$ cat src/rtl/stage_buffer_skid_if.sv
// Stage handshake bundle: upstream data/valid/ready, downstream data/valid, and the STALL/KILL controls.
// The slave modport is the stage buffer; the master modport is the surrounding pipeline.
interface stage_buffer_skid_if #(
    parameter int W = 16
);
    logic [W-1:0] I;
    logic         IN_VALID;
    logic         IN_READY;
    logic         STALL;
    logic         KILL;
    logic [W-1:0] O;
    logic         OUT_VALID;

    modport master (
        output I, IN_VALID, STALL, KILL,
        input  IN_READY, O, OUT_VALID
    );

    modport slave (
        input  I, IN_VALID, STALL, KILL,
        output IN_READY, O, OUT_VALID
    );
endinterface

$ cat src/rtl/stage_buffer_skid.sv
// Single-entry pipeline stage with a registered upstream ready and one skid slot; KILL flushes to the NOP bubble.
// Optional saturating STALL/KILL counters are built only when STAGE_BUFFER_STATS_EN is defined.
module stage_buffer_skid #(
    parameter int           W   = 16,
    parameter logic [W-1:0] NOP = {W{1'b1}},
    parameter int           CW  = 16
) (
    input  logic                  CLK,
    input  logic                  RST_N,
    stage_buffer_skid_if.slave    bus,
    output logic [CW-1:0]         STALL_CNT,
    output logic [CW-1:0]         KILL_CNT
);

    typedef enum logic [1:0] {EMPTY, ONE, TWO} state_t;

    state_t       state;
    logic [W-1:0] main_q;
    logic [W-1:0] skid_q;
    logic         rdy_q;
    logic         vld_q;
    logic         accept;
    logic         drain;

    // Ready is a flop, so accept never depends combinationally on STALL.
    assign accept = bus.IN_VALID & rdy_q;
    assign drain  = vld_q & ~bus.STALL;

    always_ff @(posedge CLK) begin
        if (!RST_N || bus.KILL) begin
            state  <= EMPTY;
            main_q <= NOP;
            skid_q <= NOP;
            rdy_q  <= 1'b1;
            vld_q  <= 1'b0;
        end else begin
            case (state)
                EMPTY: begin
                    if (accept) begin
                        state  <= ONE;
                        main_q <= bus.I;
                        vld_q  <= 1'b1;
                    end
                end
                ONE: begin
                    if (accept && drain) begin
                        main_q <= bus.I;
                    end else if (accept) begin
                        state  <= TWO;
                        skid_q <= bus.I;
                        rdy_q  <= 1'b0;
                    end else if (drain) begin
                        state  <= EMPTY;
                        main_q <= NOP;
                        vld_q  <= 1'b0;
                    end
                end
                TWO: begin
                    if (drain) begin
                        state  <= ONE;
                        main_q <= skid_q;
                        skid_q <= NOP;
                        rdy_q  <= 1'b1;
                    end
                end
                default: begin
                    state  <= EMPTY;
                    main_q <= NOP;
                    skid_q <= NOP;
                    rdy_q  <= 1'b1;
                    vld_q  <= 1'b0;
                end
            endcase
        end
    end

    assign bus.O         = main_q;
    assign bus.OUT_VALID = vld_q;
    assign bus.IN_READY  = rdy_q;

`ifdef STAGE_BUFFER_STATS_EN
    logic [CW-1:0] stall_cnt_q;
    logic [CW-1:0] kill_cnt_q;

    // Counters saturate at all-ones and only reset clears them.
    always_ff @(posedge CLK) begin
        if (!RST_N) begin
            stall_cnt_q <= '0;
            kill_cnt_q  <= '0;
        end else begin
            if (vld_q && bus.STALL && !bus.KILL && stall_cnt_q != '1)
                stall_cnt_q <= stall_cnt_q + CW'(1);
            if (bus.KILL && kill_cnt_q != '1)
                kill_cnt_q <= kill_cnt_q + CW'(1);
        end
    end

    assign STALL_CNT = stall_cnt_q;
    assign KILL_CNT  = kill_cnt_q;
`else
    assign STALL_CNT = '0;
    assign KILL_CNT  = '0;
`endif

endmodule

$ cat src/flat_wrapper.sv
// flat-port wrapper written by rule: the top's interface ports become plain ports
module stage_buffer_skid_flat 
#(
    parameter int           W   = 16,
    parameter logic [W-1:0] NOP = {W{1'b1}},
    parameter int           CW  = 16
)
  (CLK, RST_N, STALL_CNT, KILL_CNT, bus_I, bus_IN_VALID, bus_STALL, bus_KILL, bus_IN_READY, bus_O, bus_OUT_VALID);
  stage_buffer_skid_if #(.W(W)) bus_i ();
  input  logic CLK;
  input  logic RST_N;
  output logic [CW-1:0] STALL_CNT;
  output logic [CW-1:0] KILL_CNT;
  input wire logic [$bits(bus_i.I)-1:0] bus_I;
  input wire logic [$bits(bus_i.IN_VALID)-1:0] bus_IN_VALID;
  input wire logic [$bits(bus_i.STALL)-1:0] bus_STALL;
  input wire logic [$bits(bus_i.KILL)-1:0] bus_KILL;
  output wire logic [$bits(bus_i.IN_READY)-1:0] bus_IN_READY;
  output wire logic [$bits(bus_i.O)-1:0] bus_O;
  output wire logic [$bits(bus_i.OUT_VALID)-1:0] bus_OUT_VALID;
  assign bus_i.I = bus_I;
  assign bus_i.IN_VALID = bus_IN_VALID;
  assign bus_i.STALL = bus_STALL;
  assign bus_i.KILL = bus_KILL;
  assign bus_IN_READY = bus_i.IN_READY;
  assign bus_O = bus_i.O;
  assign bus_OUT_VALID = bus_i.OUT_VALID;
  stage_buffer_skid #(.W(W), .NOP(NOP), .CW(CW)) u_core (.CLK(CLK), .RST_N(RST_N), .bus(bus_i), .STALL_CNT(STALL_CNT), .KILL_CNT(KILL_CNT));
endmodule
$ cat config.mk
export PLATFORM = sky130hd
export DESIGN_NAME = stage_buffer_skid_flat
export DESIGN_NICKNAME = d
export VERILOG_FILES = /design/src/rtl/stage_buffer_skid_if.sv /design/src/rtl/stage_buffer_skid.sv /design/src/flat_wrapper.sv
export SDC_FILE = /design/constraint.sdc
export NUM_CORES = 1
export LEC_CHECK = 0
export ABC_AREA = 1
export CAP_MARGIN = 30
export CORE_MARGIN = 2
export CORE_UTILIZATION = 51
export CTS_BUF_LIST = sky130_fd_sc_hd__clkbuf_2 sky130_fd_sc_hd__clkbuf_4 sky130_fd_sc_hd__clkbuf_8
export DETAILED_ROUTE_END_ITERATION = 8
export PLACE_DENSITY = 0.95
export SETUP_SLACK_MARGIN = 0.2
export SYNTH_ARGS = -nofsm -noshare
export SYNTH_HDL_FRONTEND = slang
export SYNTH_SLANG_ARGS = --single-unit
$ cat constraint.sdc
create_clock -name CLK -period 3.82 [get_ports CLK]
set_input_delay 0.764 -clock CLK [delete_from_list [all_inputs] [get_ports CLK]]
set_output_delay 0.764 -clock CLK [all_outputs]
set_load 0.02 [all_outputs]
==> metrics.log <==
[metrics] status: finished, final reports clean
[metrics] total DRC errors in the routed layout: 0
[metrics] distinct cell type count of the synthesized netlist: 22
[metrics] setup clock skew after layout: around 0.01 ns
[metrics] final count of negative-setup-slack endpoints: 0
[metrics] CP cell instances: inv_6 -> nor2_4 -> nand2_2 -> nand3_4 -> inv_4 -> nand2_1 -> nand3_1
[metrics] total standard cell area after synthesis: about 0.0022 mm^2
[metrics] synthesized instance count: about 330
[metrics] met2 demand-to-capacity share in global routing: between 30 and 40%
[metrics] Die X-Extent: between 60 and 70 um
[metrics] post-synthesis sequential area ratio: about a third
[metrics] DR pass1 iterations: 4
[metrics] first-iteration detailed-routing DRC count: roughly 170
[metrics] met1 track demand over resource in global routing: between 20% and 30%
[metrics] static leakage power: around 1.3 nW
[metrics] per-cell routed wire length: ~12 um
[metrics] Detailed Place HPWL: about 3400 um
[metrics] remaining global-route overflow: 0
[metrics] pre-CTS setup slack: 1.305 ns
[metrics] flip-flop and latch count after synthesis: 36
[metrics] cell area after layout: 0.002489 mm^2
[metrics] data required time of the worst path: just under 4 ns
[metrics] Rows: 23
[metrics] Total Routed Length: around 4800 um
[metrics] DR vias/cell: a little under 5
[metrics] core area: around 0.004 mm^2
[metrics] fin. max-slew vios: 0
[metrics] largest net degree at the start of global routing: 21
[metrics] count of antenna diodes in the layout: 0
[metrics] deepest level of the CTS H-tree: 2
[metrics] TritonCTS clock tree: yes
[metrics] Hold Violations, Final: 0
[metrics] Warnings, synthesis: 0
[metrics] starting density of the core: 53.81%
[metrics] fmax: 445.2 MHz
[metrics] most common cell after layout, fill and taps aside: sky130_fd_sc_hd__nand2_1
[metrics] first-pass GRT wire length: 8424 um
[metrics] Worst Hold Class: reg2reg
[metrics] Inserted Clock Buffers: 5
[metrics] synthesis-to-finish area growth: 13.98%
[metrics] CTS Buffer Depth: 2
[metrics] via total after detailed routing: a little over 2000
[metrics] least setup slack across all paths after layout: about 1.6 ns
[metrics] Die Y-Extent: around 70 um
[metrics] number of buffers added on ports: 38
[metrics] clock insertion delay at the later pin of the skew report: around 0.30 ns
[metrics] data arrival time at the worst-slack endpoint: between 2 and 2.5 ns
[metrics] fraction of layout cells with a size suffix above 1: between 6 and 7%
[metrics] routability congestion estimate: between 0.8 and 0.9
[metrics] Max-cap violations: 0
[metrics] start-to-end type of the worst setup path: reg2reg
[metrics] worst stage delay on the critical path: 0.93 ns
[metrics] largest fanout on the critical path: 20
[metrics] final clock period utilization by the worst path: approximately three fifths
[metrics] instance area after placement: approximately 0.0024 mm^2
[metrics] GR Util met3: ~4.2%
[metrics] Worst-path clk slew: 0.07 ns
[metrics] DIE AREA: ~0.0048 mm^2
[metrics] most frequent cells in the layout: sky130_fd_sc_hd__nand2_1 (107), sky130_fd_sc_hd__clkdlybuf4s50_1 (38), sky130_fd_sc_hd__dfxtp_1 (36), sky130_fd_sc_hd__nand3_1 (35), sky130_fd_sc_hd__conb_1 (32)
[metrics] library cell contributing the largest single delay on the critical path: sky130_fd_sc_hd__dfxtp_1
[metrics] Slew headroom: a little under two fifths
[metrics] unrepaired setup endpoints after global routing: false
[metrics] number of nets at the end of the flow: between 300 and 400
[metrics] global-route usage over all layers: a little over a fifth
[metrics] number of antenna-violating nets in the routed design: 0
[metrics] busiest grt layer: met2
[metrics] average instance area after synthesis: 6.576 um^2
[metrics] kind of end point of the critical path: flop
[metrics] power per cell area: ~380 mW/mm^2
[metrics] via count of the first global-routing pass: 1876
[metrics] CP Launch Type: flop
[metrics] number of instances resized during post-cts repair: 0
[metrics] buffer cell driving the clock tree root: sky130_fd_sc_hd__clkbuf_8
[metrics] summed negative setup slack over all endpoints: 0 ns
[metrics] transition time at the pin with the least slew margin: 0.9327 ns
[metrics] number of buffers inserted to repair setup after CTS: 0
[metrics] Min Clock Period, post-route: between 2 and 2.5 ns
[metrics] initial antenna violation count: 0
[metrics] I/O pin count: 71
[metrics] Num Clock Sinks: 36
[metrics] VDD IR-drop max: approximately 230 uV
[metrics] hold bufs inserted after CTS: 0
[metrics] Tot Pwr: between 0.9 and 1 mW
==> area by class of cell <==
| class | instances | area [um^2] |
|---|---|---|
| Clock buffer | 5 | 68.82 |
| Multi-Input combinational cell | 253 | 1094 |
| Clock inverter | 3 | 42.54 |
| Fill cell | 408 | 1569 |
| Inverter | 26 | 112.6 |
| Timing Repair Buffer | 39 | 387.9 |
| Tap cell | 50 | 62.56 |
| Sequential cell | 36 | 720.7 |
==> flip-flops by register name, indices dropped and copies added, names as in the netlist <==
name / count
u_core.skid_q: 16
u_core.bus.IN_READY: 1
u_core.state: 2
u_core.bus.O: 16
u_core.bus.OUT_VALID: 1
==> critical path, delay by kind of cell (launching register included) <==
kind          cells  cell delay [ns]
buf+inv           2             0.22
simple gates      5             0.93
flops             1             0.93
==> cells in the mapped netlist <==
library cell | number | area (um^2)
sky130_fd_sc_hd__nor2_1 | 27 | 101.4
sky130_fd_sc_hd__clkbuf_1 | 2 | 7.510
sky130_fd_sc_hd__buf_6 | 8 | 90.09
sky130_fd_sc_hd__buf_2 | 4 | 20.02
sky130_fd_sc_hd__o21ai_1 | 11 | 55.05
sky130_fd_sc_hd__nand2_1 | 107 | 401.6
sky130_fd_sc_hd__buf_4 | 34 | 255.2
sky130_fd_sc_hd__nand2_2 | 4 | 25.02
sky130_fd_sc_hd__a21oi_1 | 24 | 120.1
sky130_fd_sc_hd__nand3_1 | 35 | 175.2
sky130_fd_sc_hd__inv_6 | 1 | 8.760
sky130_fd_sc_hd__dfxtp_1 | 36 | 720.7
sky130_fd_sc_hd__nor2_4 | 2 | 22.52
sky130_fd_sc_hd__nor2_2 | 1 | 6.260
sky130_fd_sc_hd__o21ai_0 | 7 | 35.03
sky130_fd_sc_hd__o211ai_1 | 1 | 7.510
sky130_fd_sc_hd__inv_4 | 4 | 25.02
sky130_fd_sc_hd__inv_1 | 20 | 75.07
sky130_fd_sc_hd__clkinv_1 | 1 | 3.750
sky130_fd_sc_hd__nand3_4 | 1 | 17.52
sky130_fd_sc_hd__conb_1 | 1 | 3.750
sky130_fd_sc_hd__nand4_1 | 1 | 6.260
==> metrics by stage <==
stage	cells	hold slack (ns)	util (%)
final	412	0.4598	61.33
after global routing	412	0.4826	61.33
after CTS	412	0.4620	61.33
after detailed placement	404	0.4433	58.59
after global placement	404	0.4343	58.59
after floorplan	363	0.4236	-
==> where the power goes <==
group / switching (mW) / internal, mW / leakage [nW]
clock: 0.148 / 0.193 / 0.0541
sequential: 0.0130 / 0.390 / 0.294
combinational: 0.125 / 0.0692 / 0.910
==> cell families after synthesis <==
| family | after synthesis | share of synthesized area (%) |
|---|---|---|
| other | 1 | 0.1718 |
| buffers and inverters | 74 | 22.23 |
| AND/OR/NAND/NOR | 178 | 34.61 |
| flip-flops | 36 | 33.01 |
| AO/OA/AOI/OAI | 43 | 9.971 |
==> layer usage <==
| metal | up-vias | share of wire (%) |
|---|---|---|
| li1 | 1038 | - |
| met1 | 900 | 42 |
| met2 | 78 | 48 |
| met3 | 10 | 8.0 |
| met4 | 0 | 1.4 |
| met5 | - | 0 |
==> worst paths after layout <==
kind / from / to / slack [ns] / depth (start not counted)
setup / recovery: u_core.state[0] / u_core.bus.O[13] / 1.57 / 7
setup reg to reg: u_core.state[0] / u_core.bus.O[13] / 1.57 / 7
hold reg to reg: u_core.skid_q[8] / u_core.skid_q[8] / 0.46 / 2
hold / removal: u_core.skid_q[8] / u_core.skid_q[8] / 0.46 / 2
Note: power is estimated with default switching activity, not from simulation.
